[src/rtl/axilite_cmd_master_if.sv]
// AXI-Lite bus bundle shared by initiators and targets.
interface axilite_if #(
  parameter int unsigned AWID = 32,
  parameter int unsigned DWID = 64
);
  logic [AWID-1:0]     awaddr;
  logic [2:0]          awprot;
  logic                awvalid;
  logic                awready;
  logic [DWID-1:0]     wdata;
  logic [DWID/8-1:0]   wstrb;
  logic                wvalid;
  logic                wready;
  logic [1:0]          bresp;
  logic                bvalid;
  logic                bready;
  logic [AWID-1:0]     araddr;
  logic [2:0]          arprot;
  logic                arvalid;
  logic                arready;
  logic [DWID-1:0]     rdata;
  logic [1:0]          rresp;
  logic                rvalid;
  logic                rready;

  modport master (
    output awaddr, awprot, awvalid, input awready,
    output wdata, wstrb, wvalid, input wready,
    input bresp, bvalid, output bready,
    output araddr, arprot, arvalid, input arready,
    input rdata, rresp, rvalid, output rready
  );

  modport slave (
    input awaddr, awprot, awvalid, output awready,
    input wdata, wstrb, wvalid, output wready,
    output bresp, bvalid, input bready,
    input araddr, arprot, arvalid, output arready,
    output rdata, rresp, rvalid, input rready
  );
endinterface

[src/rtl/axilite_cmd_master.sv]
// Single-outstanding AXI-Lite initiator: one command in, one AXI transaction, one response out.
// A sticky stall flag reports any AXI phase that waits too long; the transaction is never dropped.
module axilite_cmd_master #(
  parameter int unsigned AWID = 32,
  parameter int unsigned BWL2 = 3,
  parameter int unsigned TOL2 = 10
) (
  input  logic                      clk,
  input  logic                      rst_n,
  axilite_if.master                 axil,
  input  logic                      cmd_valid,
  output logic                      cmd_ready,
  input  logic                      cmd_we,
  input  logic [AWID-1:0]           cmd_addr,
  input  logic [8*(2**BWL2)-1:0]    cmd_wdata,
  input  logic [(2**BWL2)-1:0]      cmd_wstrb,
  output logic                      rsp_valid,
  input  logic                      rsp_ready,
  output logic                      rsp_we,
  output logic [8*(2**BWL2)-1:0]    rsp_rdata,
  output logic [1:0]                rsp_resp,
  output logic                      stall
);

  localparam int unsigned DW = 8 * (2**BWL2);
  localparam int unsigned SW = 2**BWL2;

  // Watchdog saturation point and the value one below it.
  localparam logic [TOL2:0] WdMax  = {1'b1, {TOL2{1'b0}}};
  localparam logic [TOL2:0] WdLast = {1'b0, {TOL2{1'b1}}};

  typedef enum logic [2:0] {StIdle, StWr, StWrB, StRdA, StRdD, StRsp} state_e;

  state_e          state;
  logic [AWID-1:0] addr_q;
  logic [DW-1:0]   wdata_q;
  logic [SW-1:0]   wstrb_q;
  logic            awvalid_q, wvalid_q, arvalid_q, bready_q, rready_q;
  logic [TOL2:0]   wd_cnt;

  logic aw_done, w_done, ar_fire, b_fire, r_fire, waiting;

  assign axil.awaddr  = addr_q;
  assign axil.awprot  = 3'b000;
  assign axil.awvalid = awvalid_q;
  assign axil.wdata   = wdata_q;
  assign axil.wstrb   = wstrb_q;
  assign axil.wvalid  = wvalid_q;
  assign axil.bready  = bready_q;
  assign axil.araddr  = addr_q;
  assign axil.arprot  = 3'b000;
  assign axil.arvalid = arvalid_q;
  assign axil.rready  = rready_q;

  // Handshake decode; a write channel counts as done once its valid has dropped or fires now.
  always_comb begin
    aw_done = !awvalid_q || axil.awready;
    w_done  = !wvalid_q || axil.wready;
    ar_fire = arvalid_q && axil.arready;
    b_fire  = bready_q && axil.bvalid;
    r_fire  = rready_q && axil.rvalid;
    waiting = (state == StWr) || (state == StWrB) || (state == StRdA) || (state == StRdD);
  end

  // Transaction FSM with registered AXI/response outputs and the stall watchdog.
  always_ff @(posedge clk or negedge rst_n) begin
    if (!rst_n) begin
      state     <= StIdle;
      cmd_ready <= 1'b0;
      rsp_valid <= 1'b0;
      rsp_we    <= 1'b0;
      rsp_rdata <= '0;
      rsp_resp  <= 2'b00;
      stall     <= 1'b0;
      addr_q    <= '0;
      wdata_q   <= '0;
      wstrb_q   <= '0;
      awvalid_q <= 1'b0;
      wvalid_q  <= 1'b0;
      arvalid_q <= 1'b0;
      bready_q  <= 1'b0;
      rready_q  <= 1'b0;
      wd_cnt    <= '0;
    end else begin
      // Count wait cycles; any state change below overrides this with a clear.
      if (waiting && wd_cnt != WdMax) begin
        wd_cnt <= wd_cnt + 1'b1;
        if (wd_cnt == WdLast) stall <= 1'b1;
      end

      unique case (state)
        StIdle: begin
          cmd_ready <= 1'b1;
          if (cmd_valid && cmd_ready) begin
            cmd_ready <= 1'b0;
            addr_q    <= cmd_addr;
            wdata_q   <= cmd_wdata;
            wstrb_q   <= cmd_wstrb;
            wd_cnt    <= '0;
            if (cmd_we) begin
              awvalid_q <= 1'b1;
              wvalid_q  <= 1'b1;
              state     <= StWr;
            end else begin
              arvalid_q <= 1'b1;
              state     <= StRdA;
            end
          end
        end
        StWr: begin
          if (axil.awready) awvalid_q <= 1'b0;
          if (axil.wready) wvalid_q <= 1'b0;
          if (aw_done && w_done) begin
            bready_q <= 1'b1;
            wd_cnt   <= '0;
            state    <= StWrB;
          end
        end
        StWrB: begin
          if (b_fire) begin
            rsp_resp  <= axil.bresp;
            rsp_rdata <= '0;
            rsp_we    <= 1'b1;
            rsp_valid <= 1'b1;
            bready_q  <= 1'b0;
            wd_cnt    <= '0;
            state     <= StRsp;
          end
        end
        StRdA: begin
          if (ar_fire) begin
            arvalid_q <= 1'b0;
            rready_q  <= 1'b1;
            wd_cnt    <= '0;
            state     <= StRdD;
          end
        end
        StRdD: begin
          if (r_fire) begin
            rsp_rdata <= axil.rdata;
            rsp_resp  <= axil.rresp;
            rsp_we    <= 1'b0;
            rsp_valid <= 1'b1;
            rready_q  <= 1'b0;
            wd_cnt    <= '0;
            state     <= StRsp;
          end
        end
        StRsp: begin
          if (rsp_ready) begin
            rsp_valid <= 1'b0;
            cmd_ready <= 1'b1;
            state     <= StIdle;
          end
        end
        default: state <= StIdle;
      endcase
    end
  end

endmodule

[src/flat_wrapper.sv]
// flat-port wrapper written by rule: the top's interface ports become plain ports
module axilite_cmd_master_flat 
#(
  parameter int unsigned AWID = 32,
  parameter int unsigned BWL2 = 3,
  parameter int unsigned TOL2 = 10
)
  (clk, rst_n, cmd_valid, cmd_ready, cmd_we, cmd_addr, cmd_wdata, cmd_wstrb, rsp_valid, rsp_ready, rsp_we, rsp_rdata, rsp_resp, stall, axil_awaddr, axil_awprot, axil_awvalid, axil_awready, axil_wdata, axil_wstrb, axil_wvalid, axil_wready, axil_bresp, axil_bvalid, axil_bready, axil_araddr, axil_arprot, axil_arvalid, axil_arready, axil_rdata, axil_rresp, axil_rvalid, axil_rready);
  axilite_if #(.AWID(AWID), .DWID((64))) axil_i ();
  input  logic clk;
  input  logic rst_n;
  input  logic cmd_valid;
  output logic cmd_ready;
  input  logic cmd_we;
  input  logic [AWID-1:0] cmd_addr;
  input  logic [8*(2**BWL2)-1:0] cmd_wdata;
  input  logic [(2**BWL2)-1:0] cmd_wstrb;
  output logic rsp_valid;
  input  logic rsp_ready;
  output logic rsp_we;
  output logic [8*(2**BWL2)-1:0] rsp_rdata;
  output logic [1:0] rsp_resp;
  output logic stall;
  output wire logic [$bits(axil_i.awaddr)-1:0] axil_awaddr;
  output wire logic [$bits(axil_i.awprot)-1:0] axil_awprot;
  output wire logic [$bits(axil_i.awvalid)-1:0] axil_awvalid;
  input wire logic [$bits(axil_i.awready)-1:0] axil_awready;
  output wire logic [$bits(axil_i.wdata)-1:0] axil_wdata;
  output wire logic [$bits(axil_i.wstrb)-1:0] axil_wstrb;
  output wire logic [$bits(axil_i.wvalid)-1:0] axil_wvalid;
  input wire logic [$bits(axil_i.wready)-1:0] axil_wready;
  input wire logic [$bits(axil_i.bresp)-1:0] axil_bresp;
  input wire logic [$bits(axil_i.bvalid)-1:0] axil_bvalid;
  output wire logic [$bits(axil_i.bready)-1:0] axil_bready;
  output wire logic [$bits(axil_i.araddr)-1:0] axil_araddr;
  output wire logic [$bits(axil_i.arprot)-1:0] axil_arprot;
  output wire logic [$bits(axil_i.arvalid)-1:0] axil_arvalid;
  input wire logic [$bits(axil_i.arready)-1:0] axil_arready;
  input wire logic [$bits(axil_i.rdata)-1:0] axil_rdata;
  input wire logic [$bits(axil_i.rresp)-1:0] axil_rresp;
  input wire logic [$bits(axil_i.rvalid)-1:0] axil_rvalid;
  output wire logic [$bits(axil_i.rready)-1:0] axil_rready;
  assign axil_awaddr = axil_i.awaddr;
  assign axil_awprot = axil_i.awprot;
  assign axil_awvalid = axil_i.awvalid;
  assign axil_i.awready = axil_awready;
  assign axil_wdata = axil_i.wdata;
  assign axil_wstrb = axil_i.wstrb;
  assign axil_wvalid = axil_i.wvalid;
  assign axil_i.wready = axil_wready;
  assign axil_i.bresp = axil_bresp;
  assign axil_i.bvalid = axil_bvalid;
  assign axil_bready = axil_i.bready;
  assign axil_araddr = axil_i.araddr;
  assign axil_arprot = axil_i.arprot;
  assign axil_arvalid = axil_i.arvalid;
  assign axil_i.arready = axil_arready;
  assign axil_i.rdata = axil_rdata;
  assign axil_i.rresp = axil_rresp;
  assign axil_i.rvalid = axil_rvalid;
  assign axil_rready = axil_i.rready;
  axilite_cmd_master #(.AWID(AWID), .BWL2(BWL2), .TOL2(TOL2)) u_core (.clk(clk), .rst_n(rst_n), .axil(axil_i), .cmd_valid(cmd_valid), .cmd_ready(cmd_ready), .cmd_we(cmd_we), .cmd_addr(cmd_addr), .cmd_wdata(cmd_wdata), .cmd_wstrb(cmd_wstrb), .rsp_valid(rsp_valid), .rsp_ready(rsp_ready), .rsp_we(rsp_we), .rsp_rdata(rsp_rdata), .rsp_resp(rsp_resp), .stall(stall));
endmodule
[config.mk]
export PLATFORM = sky130hd
export DESIGN_NAME = axilite_cmd_master_flat
export DESIGN_NICKNAME = d
export VERILOG_FILES = /design/src/rtl/axilite_cmd_master_if.sv /design/src/rtl/axilite_cmd_master.sv /design/src/flat_wrapper.sv
export SDC_FILE = /design/constraint.sdc
export NUM_CORES = 1
export LEC_CHECK = 0
export ABC_AREA = 1
export BUFFER_PORTS_ARGS = -buffer_cell sky130_fd_sc_hd__clkbuf_2
export CAP_MARGIN = 20
export CORE_AREA = 5 5 153 155
export CTS_BUF_LIST = sky130_fd_sc_hd__clkbuf_8
export CTS_CLUSTER_SIZE = 12
export DETAILED_ROUTE_END_ITERATION = 10
export DIE_AREA = 0 0 158 160
export PLACE_DENSITY = 0.69
export SLEW_MARGIN = 20
export SYNTH_ARGS = -nofsm -noshare
export SYNTH_HDL_FRONTEND = slang
export SYNTH_SLANG_ARGS = --single-unit
[constraint.sdc]
create_clock -name clk -period 1.68 [get_ports clk]
set_input_delay 0.084 -clock clk [delete_from_list [all_inputs] [get_ports clk]]
set_output_delay 0.084 -clock clk [all_outputs]
set_load 0.02 [all_outputs]
==> impl_metrics.toml <==
[finish]
layout.cells.most_common = "sky130_fd_sc_hd__nand2_1"
share_of_cells_above_drive_strength_1 = 0.323
final_cell_mix = "sky130_fd_sc_hd__nand2_1 (552), sky130_fd_sc_hd__clkbuf_2 (391), sky130_fd_sc_hd__dfrtp_1 (190), sky130_fd_sc_hd__dlygate4sd3_1 (179), sky130_fd_sc_hd__nor2_1 (33)"
layout-area-overhead-vs-synth_pct = 53.7
finish.cell_count_without_fillers = 1803
layout.nets = 1692

[routing]
wl_met3_um = 1920
dr_total_vias = 8166
detail-route-antenna-nets = 0
drt-vias-per-instance = 4.53
detail_route.wl_per_cell_um = 15.1
drcViolationCount = 0
highest_layer_used_for_signal_routing = "met4"
routed_wirelength_um = 27200
drtIter0Drc = 462
dr_wl_met2_um = 13500
met1Wirelength_um = 10500
firstDrtPassIters = 5

[critical_path]
cp-start-kind = "register"
arrival_ns = 1.96
slowest_stage = "sky130_fd_sc_hd__dfrtp_2"
worst-endpoint-required_ns = 2.03
worstSetupPathType = "reg2reg"
cp_top_family = "simple AND/OR/NAND/NOR gates"
cp-end-kind = "register"
critical_path.most_common_cell = "sky130_fd_sc_hd__nand2_1"
timing.critical_path.fanout_max = 104
path_cells = "nor2_4, nand2_1, nor2_4, inv_2, buf_12, nand2_1, nand2_1"
critical_path.reg2reg.startpoint = "u_core.state[1]"
r2r_slack_ns = 0.07
crit_path_max_incr_delay_ns = 0.47
crit_cells = 7
total_buffers_and_inverters_traversed_by_the_critical_path = 2
regToRegEndpoint = "u_core.axil.wdata[31]"
worst_r2r_path_depth = 7

[clock_network]
clk_path_buf_depth = 2
tritoncts = "built"
worst_skew_pair.late_latency_ns = 0.46
cts-htree-levels = 4
cts.clk_slew.worst_paths_ns = 0.10
numCtsBuffers = 17
clk_root_buffer_cell = "sky130_fd_sc_hd__clkbuf_8"
cts.sink_count = 193

[synthesis]
synth_compound_gate_area_share = 0.0143
ys_async_sr_fraction = 1.00
yosysWarnings = 0
yosys-top-cells-area = "sky130_fd_sc_hd__dfrtp_1 (59%), sky130_fd_sc_hd__nand2_1 (25%), sky130_fd_sc_hd__buf_4 (3.5%), sky130_fd_sc_hd__nand2_2 (1.9%), sky130_fd_sc_hd__nor2_1 (1.6%)"
synth-main-ff-cell = "sky130_fd_sc_hd__dfrtp_1"
synth_area_in_simple_gates = 0.311
synth-adder-area-share = 0.00306
yosysTopAreaCell = "sky130_fd_sc_hd__dfrtp_1"
synth_xor_xnor_area_share = 0
synth-edff-count = 0
ys_ff_latch = 193
post_synth_inst_count = 968
post_synth_instance_area_um2 = 8170
netlist.area_leader.share = 0.591
dominant_combinational_cell_family_by_area_after_synthesis = "simple AND/OR/NAND/NOR gates"
sequential_cell_area_fraction_in_the_yosys_report = 0.591
ys_types = 28
synthMuxAreaShare = 0
avgSynthCellArea_um2 = 8.44

[run]
max-cap-violations = 0

[placed_design]
place_inst = 1584
dp_hpwl_um = 18000
preCtsSetupSlack_ns = 0.00589
gp_routability_congestion = 0.861
io_buffers = 392

[global_routing]
grt_pass1_vias = 8524
antenna_found_initial = 2
globalRouteTotalUtil = 0.210
grt_start_max_net_pins = 105
grt_pass1_wl_um = 42900
grt_overflow = 0

[min_path]
worst_hold_path.num_cells = 5
hold_path_endpoint = "u_core.axil.wvalid"
holdCritPathClass = "in2reg"
worst_hold_startpoint = "cmd_we"

[outcome]
run_status = "finished clean"

[die]
core.rowCount = 54
i_o_pins = 399
chipWidth_um = 158
die_height_um = 160
total_core_area_um2 = 21700
start_util = 0.376
die_footprint_um2 = 25300

[pwr]
vdd_ir_drop_max_mv = 1.04
power_density_nw_per_um2 = 1730
p_leak_nw = 7.20
power.total_mw = 21.7

[sta]
fin_crit_sh = 0.960
hold_slack_ns = 0.0542
finalWorstSetupSlack_ns = 0.0667
finalWorstPathRequiredPeriod_ns = 1.61
worstMarginPinSlew_ns = 0.502
grt_setup_unrepaired = "true"
finalHoldViolations = 0
finClkSkew_ns = 0.0199
timing.slew.headroom = 0.665
fmax_mhz = 620
endpoints_failing_setup = 0
final.setup.tns_ns = 0
report.final.slew_viol_count = 0
## worst max-delay path by stage
| stage | startpoint | to | slack [ns] |
|---|---|---|---|
| after floorplan | u_core.state[0] | u_core.rsp_rdata[10] | 0.18 |
| after global placement | u_core.state[1] | u_core.rsp_rdata[46] | 0.08 |
| after detailed placement | u_core.state[1] | u_core.rsp_rdata[3] | 0.006 |
| after CTS | u_core.state[2] | u_core.rsp_rdata[55] | 0.06 |
| after global routing | u_core.state[2] | u_core.rsp_rdata[16] | -0.01 |
| final | u_core.state[1] | u_core.axil.wdata[31] | 0.07 |
## through the flow
step	util	cell area, µm²
finish	0.579	12500
detailed placement	0.472	10200
CTS	0.574	12400
global placement	0.472	10200
floorplan	-	8180
global route	0.579	12500
## cell usage after synthesis, types with 2 or more instances
cell                       instances
sky130_fd_sc_hd__nor3_1            4
sky130_fd_sc_hd__nand2_1         553
sky130_fd_sc_hd__inv_1            28
sky130_fd_sc_hd__ha_1              2
sky130_fd_sc_hd__o21ai_0          11
sky130_fd_sc_hd__nand4_1           7
sky130_fd_sc_hd__clkbuf_1          9
sky130_fd_sc_hd__nor2_4            2
sky130_fd_sc_hd__nor2_1           35
sky130_fd_sc_hd__a31oi_1           2
sky130_fd_sc_hd__nand3_1           9
sky130_fd_sc_hd__nand2_2          25
sky130_fd_sc_hd__buf_2            20
sky130_fd_sc_hd__buf_6             9
sky130_fd_sc_hd__a21oi_1           5
sky130_fd_sc_hd__buf_4            38
sky130_fd_sc_hd__dfrtp_1         193
sky130_fd_sc_hd__inv_2             6
## layer usage
metal,vias up,global-route usage
li1,3959,-
met1,3770,0.248
met2,343,0.350
met3,94,0.0582
met4,0,0.107
met5,-,0
## cells by family after synthesis
kind of cell,count (synthesis)
AND/OR/NAND/NOR,640
flip-flops,193
buffers and inverters,111
AO/OA/AOI/OAI,21
adder cells (fa/ha/maj),2
other,1
## state kept, by name, summed over array words and instances (netlist names), 2 cells and up
| register | flops |
|---|---|
| u_core.axil.araddr | 32 |
| u_core.axil.wdata | 64 |
| u_core.axil.wstrb | 8 |
| u_core.rsp_rdata | 64 |
| u_core.rsp_resp | 2 |
| u_core.state | 3 |
| u_core.wd_cnt | 11 |
## tightest hold or removal path, cell delays in order
cell and delay, ns:
sky130_fd_sc_hd__clkbuf_2 0.09, sky130_fd_sc_hd__nand2_1 0.11, sky130_fd_sc_hd__nor2_1 0.06, sky130_fd_sc_hd__nor2_1 0.08
sky130_fd_sc_hd__a31oi_1 0.05
## area by class of cell
class | instances | area (µm²)
antenna | 2 | 5.00
clock buffer | 17 | 234
clock inverter | 15 | 176
fill | 1832 | 9140
inverter | 35 | 139
multi-input combinational | 669 | 2720
sequential | 193 | 4830
tap | 280 | 350
timing repair buffer | 592 | 4090
## power breakdown
part	internal [mW]	leakage [nW]	total, mW	switching (mW)
combinational	3.61	4.53	10.8	7.18
sequential	6.54	2.46	7.80	1.26
clock	1.26	0.211	3.11	1.85
total	11.4	7.20	21.7	10.3
## repair_timing
| action | in CTS | in global routing |
|---|---|---|
| hold endpoints to repair | 367 | 0 |
| resized for setup | 1 | 12 |
| hold buffers | 179 | 0 |
| pin swaps | 0 | 1 |
| buffers inserted | 0 | 3 |
| cloned | 0 | 3 |
| endpoints found under the setup margin | 5 | 87 |
No activity file was read; power rests on OpenSTA's default activity.
